File: src/rtl/tail_light_decoder.sv
// Receive-side monitor for the six-lamp tail-light bus: decodes mode/phase, flags illegal sequences, counts sweeps.
// Optional macro TLD_ERR_CNT_EN adds err_cnt, a saturating count of entries into the error state.
module tail_light_decoder #(
  parameter int unsigned CNT_W = 8
) (
  input  logic             clk,
  input  logic             Reset,
  input  logic             LA,
  input  logic             LB,
  input  logic             LC,
  input  logic             RA,
  input  logic             RB,
  input  logic             RC,
  input  logic             clr_err,
  output logic [1:0]       mode,
  output logic [1:0]       phase,
  output logic             brake_det,
  output logic             hazard_det,
  output logic             sweep_done,
  output logic [CNT_W-1:0] sweep_cnt,
  output logic             sync_lost,
`ifdef TLD_ERR_CNT_EN
  output logic [CNT_W-1:0] err_cnt,
`endif
  output logic             seq_err
);

  localparam int unsigned PAT_W = 6;

  localparam logic [PAT_W-1:0] P_OFF = 6'b000000;
  localparam logic [PAT_W-1:0] P_L1  = 6'b100000;
  localparam logic [PAT_W-1:0] P_L2  = 6'b110000;
  localparam logic [PAT_W-1:0] P_L3  = 6'b111000;
  localparam logic [PAT_W-1:0] P_R1  = 6'b000100;
  localparam logic [PAT_W-1:0] P_R2  = 6'b000110;
  localparam logic [PAT_W-1:0] P_R3  = 6'b000111;
  localparam logic [PAT_W-1:0] P_ALL = 6'b111111;

  localparam logic [CNT_W-1:0] CNT_MAX = '1;

  typedef enum logic [3:0] {
    S_IDLE,
    S_L1,
    S_L2,
    S_L3,
    S_R1,
    S_R2,
    S_R3,
    S_ALL1,
    S_ALLN,
    S_ERR
  } state_t;

  state_t             state;
  state_t             state_nx;
  logic [PAT_W-1:0]   pat;
  logic               err_entry;
  logic [1:0]         mode_nx;
  logic [1:0]         phase_nx;
  logic               brake_nx;
  logic               hazard_nx;
  logic               sweep_done_nx;
  logic               sync_nx;
  logic               seq_err_nx;
  logic [CNT_W-1:0]   sweep_cnt_nx;
`ifdef TLD_ERR_CNT_EN
  logic [CNT_W-1:0]   err_cnt_nx;
`endif

  assign pat = {LA, LB, LC, RA, RB, RC};

  // Next state, then every registered output derived from the next state and transition
  always_comb begin
    state_nx      = S_ERR;
    err_entry     = 1'b0;
    mode_nx       = 2'b00;
    phase_nx      = 2'd0;
    brake_nx      = 1'b0;
    hazard_nx     = 1'b0;
    sweep_done_nx = 1'b0;
    sync_nx       = 1'b0;
    seq_err_nx    = seq_err;
    sweep_cnt_nx  = sweep_cnt;
`ifdef TLD_ERR_CNT_EN
    err_cnt_nx    = err_cnt;
`endif

    case (state)
      S_IDLE: begin
        case (pat)
          P_OFF:   state_nx = S_IDLE;
          P_L1:    state_nx = S_L1;
          P_R1:    state_nx = S_R1;
          P_ALL:   state_nx = S_ALL1;
          default: state_nx = S_ERR;
        endcase
      end
      S_L1: begin
        if (pat == P_L2)       state_nx = S_L2;
        else if (pat == P_OFF) state_nx = S_IDLE;
      end
      S_L2: begin
        if (pat == P_L3)       state_nx = S_L3;
        else if (pat == P_OFF) state_nx = S_IDLE;
      end
      S_R1: begin
        if (pat == P_R2)       state_nx = S_R2;
        else if (pat == P_OFF) state_nx = S_IDLE;
      end
      S_R2: begin
        if (pat == P_R3)       state_nx = S_R3;
        else if (pat == P_OFF) state_nx = S_IDLE;
      end
      S_L3, S_R3: begin
        if (pat == P_OFF)      state_nx = S_IDLE;
      end
      S_ALL1, S_ALLN: begin
        if (pat == P_ALL)      state_nx = S_ALLN;
        else if (pat == P_OFF) state_nx = S_IDLE;
      end
      S_ERR: begin
        state_nx = (pat == P_OFF) ? S_IDLE : S_ERR;
      end
      default: state_nx = S_ERR;
    endcase

    err_entry     = (state_nx == S_ERR) && (state != S_ERR);
    sweep_done_nx = ((state == S_L3) || (state == S_R3)) && (state_nx == S_IDLE);
    hazard_nx     = (state == S_ALL1) && (state_nx == S_IDLE);
    brake_nx      = (state_nx == S_ALLN);
    sync_nx       = (state_nx == S_ERR);

    case (state_nx)
      S_L1:           begin mode_nx = 2'b01; phase_nx = 2'd1; end
      S_L2:           begin mode_nx = 2'b01; phase_nx = 2'd2; end
      S_L3:           begin mode_nx = 2'b01; phase_nx = 2'd3; end
      S_R1:           begin mode_nx = 2'b10; phase_nx = 2'd1; end
      S_R2:           begin mode_nx = 2'b10; phase_nx = 2'd2; end
      S_R3:           begin mode_nx = 2'b10; phase_nx = 2'd3; end
      S_ALL1, S_ALLN: begin mode_nx = 2'b11; phase_nx = 2'd0; end
      default:        begin mode_nx = 2'b00; phase_nx = 2'd0; end
    endcase

    if (sweep_done_nx && (sweep_cnt != CNT_MAX)) begin
      sweep_cnt_nx = sweep_cnt + CNT_W'(1);
    end

    // A new error entry outranks a clear in the same cycle
    if (err_entry)    seq_err_nx = 1'b1;
    else if (clr_err) seq_err_nx = 1'b0;

`ifdef TLD_ERR_CNT_EN
    if (err_entry) begin
      if (clr_err)                 err_cnt_nx = CNT_W'(1);
      else if (err_cnt != CNT_MAX) err_cnt_nx = err_cnt + CNT_W'(1);
    end else if (clr_err) begin
      err_cnt_nx = '0;
    end
`endif
  end

  // State and output registers
  always_ff @(posedge clk or posedge Reset) begin
    if (Reset) begin
      state      <= S_IDLE;
      mode       <= 2'b00;
      phase      <= 2'd0;
      brake_det  <= 1'b0;
      hazard_det <= 1'b0;
      sweep_done <= 1'b0;
      sweep_cnt  <= '0;
      sync_lost  <= 1'b0;
      seq_err    <= 1'b0;
`ifdef TLD_ERR_CNT_EN
      err_cnt    <= '0;
`endif
    end else begin
      state      <= state_nx;
      mode       <= mode_nx;
      phase      <= phase_nx;
      brake_det  <= brake_nx;
      hazard_det <= hazard_nx;
      sweep_done <= sweep_done_nx;
      sweep_cnt  <= sweep_cnt_nx;
      sync_lost  <= sync_nx;
      seq_err    <= seq_err_nx;
`ifdef TLD_ERR_CNT_EN
      err_cnt    <= err_cnt_nx;
`endif
    end
  end

endmodule
File: config.mk
export PLATFORM = sky130hd
export DESIGN_NAME = tail_light_decoder
export DESIGN_NICKNAME = d
export VERILOG_FILES = /design/src/rtl/tail_light_decoder.sv
export SDC_FILE = /design/constraint.sdc
export NUM_CORES = 1
export LEC_CHECK = 0
export BUFFER_PORTS_ARGS = -buffer_cell sky130_fd_sc_hd__buf_2
export CORE_UTILIZATION = 30
export CTS_CLUSTER_SIZE = 24
export DETAILED_ROUTE_END_ITERATION = 8
export GPL_ROUTABILITY_DRIVEN = 0
export PLACE_DENSITY = 0.57
export SYNTH_ARGS = -nofsm -noshare
export SYNTH_HDL_FRONTEND = slang
export SYNTH_SLANG_ARGS = --single-unit
File: constraint.sdc
create_clock -name clk -period 7.6 [get_ports clk]
set_input_delay 1.52 -clock clk [delete_from_list [all_inputs] [get_ports clk]]
set_output_delay 1.52 -clock clk [all_outputs]
set_load 0.03 [all_outputs]
==> impl_metrics.py <==
metrics = {
    "drt": {
        "vias_per_cell": 5.25,
        "dr.pass1.iters": 4,
        "drtAntennaViolNets": 0,
        "num_vias": 1081,
        "wirelength_um": 2710,
        "drt_iter0_drc": 133,
        "avgRoutedWirePerCell_um": 13.2,
        "drc": 0,
    },
    "timing": {
        "slew_viol_final": 0,
        "min_period_ns": 4.07,
        "setup_ws_ns": 3.53,
        "slew_headroom_pct": 48.4,
        "finClkSkew_ns": 0.00526,
        "setup_viol": 0,
        "hold_violations": 0,
        "finalCritPeriodShare_pct": 53.6,
        "rsz0062_at_grt": "false",
        "tightest_slew_ns": 0.773,
        "fin_setup_tns_ns": 0,
        "fmax_mhz": 245,
    },
    "synth": {
        "synth_mux_area_share_pct": 2.70,
        "synthSimpleGateAreaFrac_pct": 24.1,
        "synth_edf_count": 0,
        "synthCells": 133,
        "synth_largest_area_cell": "dfrtp_1",
        "synthAdderAreaFrac_pct": 4.00,
        "synth_top_family_by_area": "simple AND/OR/NAND/NOR gates",
        "synthTopCellsByCount": "dfrtp_1 (21), nand2_1 (11), nor2_1 (10)",
        "netlist.area_leader.share_pct": 42.0,
        "synthesis.nets": 146,
        "syn_area_um2": 1250,
        "ys_ff_latch": 21,
        "synth.area.top_cells": "dfrtp_1 (42%), xor2_1 (4.9%), ha_1 (4.0%)",
        "synth_ff_type": "dfrtp_1",
        "synth.most_common_cell": "dfrtp_1",
        "ys_warn_count": 0,
        "synth_compound_area_share_pct": 15.6,
        "yosysSeqAreaShare_pct": 42.0,
        "synthXorXnorAreaFrac_pct": 7.01,
        "synth.distinct_cells": 40,
        "avgSynthCellArea_um2": 9.40,
        "async_reset_ff_share_pct": 100,
    },
    "status": {
        "status": "finished clean",
    },
    "finish": {
        "nets": 170,
        "layout-drive-gt1-share_pct": 25.0,
        "diodes": 0,
        "num-fill-cells": 406,
        "area_delta_synth_final_pct": 16.2,
    },
    "critical_path": {
        "crit_path_max_incr_delay_ns": 0.49,
        "cp-start-kind": "input port",
        "cp.required_ns": 7.75,
        "endpoint_kind": "register",
        "r2r_cells": 10,
        "arrival_ns": 4.22,
        "critical_path_buf_inv_count": 2,
        "crit_cells": 12,
        "cp_top_family": "simple AND/OR/NAND/NOR gates",
        "cp_max_fo": 8,
        "crit_top_cell": "mux2_2",
        "critical_path.cell_chain": "buf_2 > or3_1 > mux2_2 > nor3_1 > o21bai_1 > a21oi_1 > inv_1 > ha_1 > nand3_1 > nor2_1 > o211ai_1 > mux2_2",
        "critPathSlowestCell": "or3_1",
        "critPathKind": "in -> reg",
    },
    "min_path": {
        "min_path_cells": 1,
        "hp-class": "reg -> reg",
    },
    "clock_tree": {
        "htree_levels": 1,
        "clk_path_buf_depth": 2,
        "clk_pin_slew_ns": 0.07,
        "cts_root_buffer": "clkbuf_8",
        "cts_sinks": 21,
        "clkLatencyLatePin_ns": 0.25,
        "cts_hold_buf": 0,
        "cts_tree": "yes",
        "cts_buffers": 3,
        "post_cts_buffers": 0,
        "cts_resized": 0,
    },
    "flow_run": {
        "cap_viol_max_count": 0,
    },
    "power_and_ir_drop": {
        "power.density_nw_per_um2": 250,
        "ir_worst_vdd_mv": 0.114,
        "p_leak_nw": 0.677,
    },
    "floorplan": {
        "io_pins": 26,
        "start_util_pct": 31.2,
        "rows": 23,
        "die_x_um": 66.6,
        "die-area_um2": 4430,
        "core_area_um2": 4000,
        "die_h_um": 66.6,
    },
    "grt": {
        "grt_first_pass_wirelength_um": 4650,
        "track_usage_pct": 13.9,
        "grt_pass1_vias": 1020,
        "antenna_found_initial": 0,
        "grt_overflow": 0,
        "grt_max_degree": 22,
    },
    "placement": {
        "place.port_buffers": 25,
        "dp_slack_ns": 3.29,
        "place_hpwl_um": 1980,
    },
}
==> worst paths after layout <==
check / startpoint / to / slack [ns]
worst max-delay path: RB / sweep_cnt[1] / 3.53
worst min-delay path: sweep_cnt[6] / sweep_cnt[6] / 0.50
worst max register to register: state[2] / sweep_cnt[1] / 4.70
worst min register to register: sweep_cnt[6] / sweep_cnt[6] / 0.50
max in group asynchronous: Reset / seq_err / 5.72
min in group asynchronous: Reset / sweep_cnt[2] / 1.40
==> state kept, by name (all words and copies together) (netlist names), 2 cells and up <==
register	count
sweep_cnt	8
state	4
mode	2
phase	2
==> cell families after synthesis <==
| kind of cell | Yosys count |
|---|---|
| multiplexers | 3 |
| flip-flops | 21 |
| adder cells (fa/ha/maj) | 4 |
| XOR/XNOR | 10 |
| buffers and inverters | 13 |
| AND/OR/NAND/NOR | 56 |
| AO/OA/AOI/OAI | 26 |
==> power breakdown <==
group / total (mW) / switching (mW) / internal [mW]
Combinational: 0.141 / 0.0858 / 0.0554
Clock: 0.0704 / 0.0332 / 0.0372
Sequential: 0.151 / 0.0222 / 0.129
Total: 0.363 / 0.141 / 0.222
==> layer usage <==
layer / GRT usage (%) / up-vias / part of all wire [%]
met5: 0 / - / 0
met4: 7.71 / 0 / 1.1
met3: 2.05 / 4 / 5.5
met2: 20.7 / 38 / 45
met1: 18.9 / 515 / 48
li1: - / 524 / -
==> through the flow <==
step	cells	hold slack [ns]	util (%)	cell area (um2)	power, mW
detailed placement	202	0.493	35.2	1410	0.294
floorplan	133	0.642	-	1250	0.258
global route	206	0.525	36.3	1450	0.394
global placement	202	0.484	35.2	1410	0.293
CTS	206	0.505	36.3	1450	0.368
finish	206	0.498	36.3	1450	0.363
==> area by class of cell <==
type	count	area, um2	share of cell area [%]
Clock buffer	4	45.0	3.10
Timing Repair Buffer	25	125	8.61
Multi-Input combinational cell	99	668	46.0
Sequential cell	21	526	36.2
Inverter	7	26.3	1.81
Tap cell	50	62.6	4.31
==> cells in the final DEF (no fill, tap or decap), drive strengths merged, types with 2 or more instances in the layout <==
master / n
inv: 7
nand3: 6
xor2: 7
dfrtp: 21
ha: 4
clkbuf: 4
or3: 3
o21bai: 3
and3: 2
nand2b: 4
nor4: 2
a21oi: 6
o211ai: 4
o21ai: 4
nand4: 2
nor3: 10
xnor2: 3
nand2: 11
nor2: 10
mux2: 3
buf: 25
Note: power is estimated with default switching activity, not from simulation.
